==> config.mk <==
export PLATFORM = sky130hd
export DESIGN_NAME = ccg_vector_sweeper
export DESIGN_NICKNAME = d
export VERILOG_FILES = /design/src/rtl/ccg_sweep_pkg.sv /design/src/rtl/ccg_misr32.sv /design/src/rtl/ccg_vector_sweeper.sv
export SDC_FILE = /design/constraint.sdc
export NUM_CORES = 1
export LEC_CHECK = 0
export ABC_AREA = 1
export CAP_MARGIN = 20
export CORE_ASPECT_RATIO = 1.5
export CORE_UTILIZATION = 30
export CTS_BUF_LIST = sky130_fd_sc_hd__clkbuf_4 sky130_fd_sc_hd__clkbuf_8
export DETAILED_ROUTE_END_ITERATION = 8
export MAX_ROUTING_LAYER = met4
export SLEW_MARGIN = 10
export SYNTH_ARGS = -nofsm -noshare
export SYNTH_HDL_FRONTEND = slang
export SYNTH_SLANG_ARGS = --single-unit
==> constraint.sdc <==
create_clock -name clk -period 3.2 [get_ports clk]
set_input_delay 0.64 -clock clk [delete_from_list [all_inputs] [get_ports clk]]
set_output_delay 0.64 -clock clk [all_outputs]
set_load 0.01 [all_outputs]
==> src/rtl/ccg_sweep_pkg.sv <==
// Shared types and constants for the CCG benchmark vector sweeper.
package ccg_sweep_pkg;

    localparam int unsigned CCG_N_IN  = 20;
    localparam int unsigned CCG_N_OUT = 28;
    localparam int unsigned CNT_W     = 4;

    localparam logic [CCG_N_IN-1:0] CCG_LFSR_POLY = 20'h90000;
    localparam logic [31:0]         CCG_MISR_POLY = 32'h04C11DB7;

    typedef enum logic [1:0] {
        IDLE    = 2'd0,
        APPLY   = 2'd1,
        CAPTURE = 2'd2,
        DONE    = 2'd3
    } state_e;

endpackage

==> src/rtl/ccg_misr32.sv <==
// 32-bit multiple-input signature register compacting netlist responses.
module ccg_misr32
    import ccg_sweep_pkg::*;
#(
    parameter logic [31:0] POLY = CCG_MISR_POLY
) (
    input  logic        clk,
    input  logic        rst_n,
    input  logic        clr,
    input  logic        en,
    input  logic [31:0] din,
    output logic [31:0] sig
);

    logic [31:0] sig_q, sig_d;

    // Clear has priority so a new sweep always starts from a zero signature.
    always_comb begin
        sig_d = sig_q;
        if (clr) begin
            sig_d = '0;
        end else if (en) begin
            sig_d = {sig_q[30:0], 1'b0} ^ (sig_q[31] ? POLY : 32'h0) ^ din;
        end
    end

    always_ff @(posedge clk or negedge rst_n) begin
        if (!rst_n) begin
            sig_q <= '0;
        end else begin
            sig_q <= sig_d;
        end
    end

    assign sig = sig_q;

endmodule

==> src/rtl/ccg_vector_sweeper.sv <==
// Drives the CCG netlist with counter/LFSR vectors, holds each for a settle
// window, then folds the sampled outputs into a MISR and hit counters.
module ccg_vector_sweeper
    import ccg_sweep_pkg::*;
#(
    parameter int unsigned     N_IN       = CCG_N_IN,
    parameter int unsigned     N_OUT      = CCG_N_OUT,
    parameter int unsigned     SETTLE_CYC = 2,
    parameter logic [N_IN-1:0] LFSR_POLY  = CCG_LFSR_POLY,
    parameter logic [31:0]     MISR_POLY  = CCG_MISR_POLY
) (
    input  logic             clk,
    input  logic             rst_n,
    input  logic             start,
    input  logic             abort,
    input  logic             mode,
    input  logic [N_IN-1:0]  seed,
    input  logic [N_IN:0]    num_vectors,
    output logic [N_IN-1:0]  dut_x,
    input  logic [N_OUT-1:0] dut_f,
    output logic             busy,
    output logic             done,
    output logic [31:0]      signature,
    output logic [N_IN:0]    f1_hits,
    output logic [N_IN:0]    f8_hits
);

    localparam int unsigned     HIT_W    = N_IN + 1;
    localparam logic [CNT_W-1:0] SETTLE_LAST = CNT_W'(SETTLE_CYC - 1);
    localparam logic [N_IN-1:0] VEC_ONE  = N_IN'(1);

    state_e             state_q, state_d;
    logic               mode_q, mode_d;
    logic [HIT_W-1:0]   rem_q, rem_d;
    logic [CNT_W-1:0]   cnt_q, cnt_d;
    logic [N_IN-1:0]    vec_q, vec_d;
    logic               busy_q, busy_d;
    logic               done_q, done_d;
    logic [HIT_W-1:0]   f1_q, f1_d;
    logic [HIT_W-1:0]   f8_q, f8_d;
    logic               misr_clr_c;
    logic               misr_en_c;

    always_comb begin
        state_d    = state_q;
        mode_d     = mode_q;
        rem_d      = rem_q;
        cnt_d      = cnt_q;
        vec_d      = vec_q;
        f1_d       = f1_q;
        f8_d       = f8_q;
        misr_clr_c = 1'b0;
        misr_en_c  = 1'b0;

        unique case (state_q)
            IDLE: begin
                if (start && !abort) begin
                    mode_d     = mode;
                    rem_d      = num_vectors;
                    cnt_d      = '0;
                    f1_d       = '0;
                    f8_d       = '0;
                    misr_clr_c = 1'b1;
                    if (num_vectors != '0) begin
                        state_d = APPLY;
                        vec_d   = mode ? ((seed == '0) ? VEC_ONE : seed) : '0;
                    end else begin
                        state_d = DONE;
                    end
                end
            end
            APPLY: begin
                if (abort) begin
                    state_d = IDLE;
                end else if (cnt_q == SETTLE_LAST) begin
                    cnt_d   = '0;
                    state_d = CAPTURE;
                end else begin
                    cnt_d = cnt_q + CNT_W'(1);
                end
            end
            // Capture completes even when aborted in the same cycle.
            CAPTURE: begin
                misr_en_c = 1'b1;
                f1_d      = f1_q + HIT_W'(dut_f[0]);
                f8_d      = f8_q + HIT_W'(dut_f[7]);
                vec_d     = mode_q ? ((vec_q >> 1) ^ (vec_q[0] ? LFSR_POLY : '0))
                                   : vec_q + VEC_ONE;
                rem_d     = rem_q - HIT_W'(1);
                cnt_d     = '0;
                if (abort) begin
                    state_d = IDLE;
                end else if (rem_q == HIT_W'(1)) begin
                    state_d = DONE;
                end else begin
                    state_d = APPLY;
                end
            end
            DONE: begin
                state_d = IDLE;
            end
            default: begin
                state_d = IDLE;
            end
        endcase

        busy_d = (state_d == APPLY) || (state_d == CAPTURE);
        done_d = (state_d == DONE);
    end

    always_ff @(posedge clk or negedge rst_n) begin
        if (!rst_n) begin
            state_q <= IDLE;
            mode_q  <= 1'b0;
            rem_q   <= '0;
            cnt_q   <= '0;
            vec_q   <= '0;
            busy_q  <= 1'b0;
            done_q  <= 1'b0;
            f1_q    <= '0;
            f8_q    <= '0;
        end else begin
            state_q <= state_d;
            mode_q  <= mode_d;
            rem_q   <= rem_d;
            cnt_q   <= cnt_d;
            vec_q   <= vec_d;
            busy_q  <= busy_d;
            done_q  <= done_d;
            f1_q    <= f1_d;
            f8_q    <= f8_d;
        end
    end

    ccg_misr32 #(
        .POLY (MISR_POLY)
    ) u_misr (
        .clk   (clk),
        .rst_n (rst_n),
        .clr   (misr_clr_c),
        .en    (misr_en_c),
        .din   (32'(dut_f)),
        .sig   (signature)
    );

    assign dut_x   = vec_q;
    assign busy    = busy_q;
    assign done    = done_q;
    assign f1_hits = f1_q;
    assign f8_hits = f8_q;

endmodule

==> impl_metrics.tcl <==
set metrics [dict create \
    synth_top_family_by_area "simple AND/OR/NAND/NOR gates" \
    start_util 0.305 \
    synth_nets 1150 \
    rr_worst_depth 8 \
    fin_hold_ws_ps 213 \
    yosysSeqAreaShare 0.406 \
    cp-start-kind "flip-flop" \
    synth-simple-area-share 0.290 \
    ys_top_cells_by_area "dfrtp_1 (41%), nand2_1 (13%), inv_1 (7.0%)" \
    grt_pass1_vias 7457 \
    arrival_ps 1670 \
    clk_latency_ps 450 \
    yosysWarnings 0 \
    grt_pass1_wl_mm 37.9 \
    h-tree-depth 4 \
    grt_overflow 0 \
    die_x_um 132 \
    port_buffers 169 \
    tightest_slew_ps 698 \
    status "completed" \
    coreArea_um2 25100 \
    clockBufferDepth 2 \
    crit_start "u_misr.sig[31]" \
    area_growth_pct 31.5 \
    powerDensity_nw_per_um2 494 \
    place_hpwl_mm 16.8 \
    synth.top_cell.area_share 0.406 \
    slew_viol_final 0 \
    dieArea_um2 26100 \
    diodes 0 \
    post-route-drc-count 0 \
    cellLeakagePower_nw 4.42 \
    yosysMostFrequentCell "nand2_1" \
    synth_compound_area_frac 0.138 \
    period_needed_ps 2310 \
    cts_setup_buffers 0 \
    grt_use_total 0.190 \
    path_class "reg -> out" \
    cp_top_family "buffers and inverters" \
    setup_violations 0 \
    synth_cell_type_count 38 \
    finalCritPeriodShare 0.722 \
    die_y_um 197 \
    drive_above_1_share 0.0618 \
    cts_made_buffers 17 \
    cts_tree "done" \
    slowest_delay_ps 600 \
    place_congestion 0.919 \
    final_antenna_net_count 0 \
    path_cells "buf_4 > clkdlybuf4s50_1" \
    hold_viol_final 0 \
    synthFlopType "dfrtp_1" \
    rows 71 \
    wl_mm 23.4 \
    post_cts_resized 0 \
    synth_xor_area_frac 0.0516 \
    end_kind "output port" \
    cts.clk_slew.worst_paths_ps 70 \
    reg2reg_to "busy" \
    ys_ff_latch 124 \
    vias 7527 \
    cts_root_buffer "clkbuf_8" \
    tns_ps 0 \
    post-synth-top-area-cell "dfrtp_1" \
    nets 1316 \
    holdBufCountCts 0 \
    avgSynthCellArea_um2 7.17 \
    syn-cell-area_um2 7640 \
    fmax_mhz 433 \
    rsz0062_at_grt "false" \
    crit_required_ps 2560 \
    clock-sinks 124 \
    fin_area_um2 10000 \
    place_area_um2 9660 \
    drt_iter0_markers 340 \
    crit_fanout 28 \
    rrSetupSlack_ps 930 \
    reg2reg_from "state_q[1]" \
    fin_skew_ps 9.75 \
    grt_antenna_before_repair 0 \
    slew_headroom 0.535 \
    critical_path_buf_inv_count 2 \
    routedWlPerCell_um 14.8 \
    synthTopCellsByCount "nand2_1 (267), inv_1 (142), nor2_1 (134), dfrtp_1 (124), o21ai_0 (77)" \
    min-delay-path-class "in -> async" \
    async_flop_share 1.00 \
    finish.utilization 0.401 \
    cap_violations 0 \
    irDropWorstVdd_v 0.000261 \
    synthAdderAreaFrac 0.0164 \
    cp_slowest_cell "clkdlybuf4s50_1" \
    drt-pass1-iter-count 5 \
    synth_edf_count 0 \
    grt_max_degree 70 \
    synthMuxAreaShare 0 \
    syn_inst 1066 \
    via_per_inst 4.79 \
    pin_count 170 \
]
-- placed cells by master (no fill, tap or decap), types with 4 or more instances in the layout --
master,Yosys,final
inv_1,142,142
xor2_1,30,30
dfrtp_1,124,124
a21oi_1,32,32
o21ai_2,5,5
o211ai_1,11,11
nand3_1,69,69
nor2_1,134,134
o22ai_1,15,15
nor3_1,15,15
o21ai_0,77,77
o221ai_1,6,6
xnor2_1,15,15
nand2_1,267,267
clkbuf_4,0,4
ha_1,10,10
clkdlybuf4s50_1,0,168
buf_4,3,11
or2_2,4,4
nor2_2,9,9
a21oi_2,4,4
inv_2,4,4
a22o_1,4,4
nand4_1,22,22
clkbuf_8,0,21
o31ai_1,14,14
clkinv_2,0,5
-- area by class of cell --
| class | instances | area, um2 |
|---|---|---|
| Clock buffer | 25 | 319 |
| Clock inverter | 7 | 62.6 |
| Fill cell | 2643 | 15000 |
| Inverter | 148 | 561 |
| Multi-Input combinational cell | 760 | 3790 |
| Sequential cell | 124 | 3100 |
| Tap cell | 328 | 410 |
| Timing Repair Buffer | 181 | 1800 |
-- routing by layer --
metal | track usage | vias up | part of all wire
met2 | 0.342 | 210 | 0.52
met3 | 0.0387 | 38 | 0.051
met5 | - | - | 0
met4 | 0.0775 | 0 | 0.029
met1 | 0.201 | 3515 | 0.41
li1 | - | 3764 | -
-- registers in the layout (all words and copies together) (netlist names) --
name        flops
u_misr.sig     32
f1_hits        21
f8_hits        21
rem_q          21
dut_x          20
cnt_q           4
state_q         2
busy            1
done            1
mode_q          1
-- report_power, final --
part | total (mW) | internal, mW | switching [mW] | leakage [nW]
Combinational | 1.50 | 0.663 | 0.835 | 2.56
Sequential | 2.10 | 1.80 | 0.301 | 1.66
Clock | 1.36 | 0.725 | 0.640 | 0.203
Total | 4.96 | 3.19 | 1.78 | 4.42
-- cell families after synthesis --
kind of cell / Yosys count
AO/OA/AOI/OAI: 177
XOR/XNOR: 45
adder cells (fa/ha/maj): 10
buffers and inverters: 182
flip-flops: 124
AND/OR/NAND/NOR: 528
-- how the worst max path moves through the flow --
stage	end	slack (ps)	depth (start not counted)
finish	signature[31]	890	2
global route	f8_hits[12]	640	10
CTS	signature[31]	840	2
detailed placement	f1_hits[14]	500	12
global placement	f8_hits[12]	520	10
floorplan	f1_hits[14]	1270	11
-- per-stage QoR --
stage / total power, mW / std cells / worst slack (ps)
after floorplan: 2.96 / 1066 / 1270
after global placement: 3.60 / 1541 / 517
after detailed placement: 3.63 / 1541 / 495
after CTS: 5.03 / 1573 / 845
after global routing: 5.30 / 1573 / 637
final: 4.96 / 1573 / 891
Power figures use the tool's default switching activity.
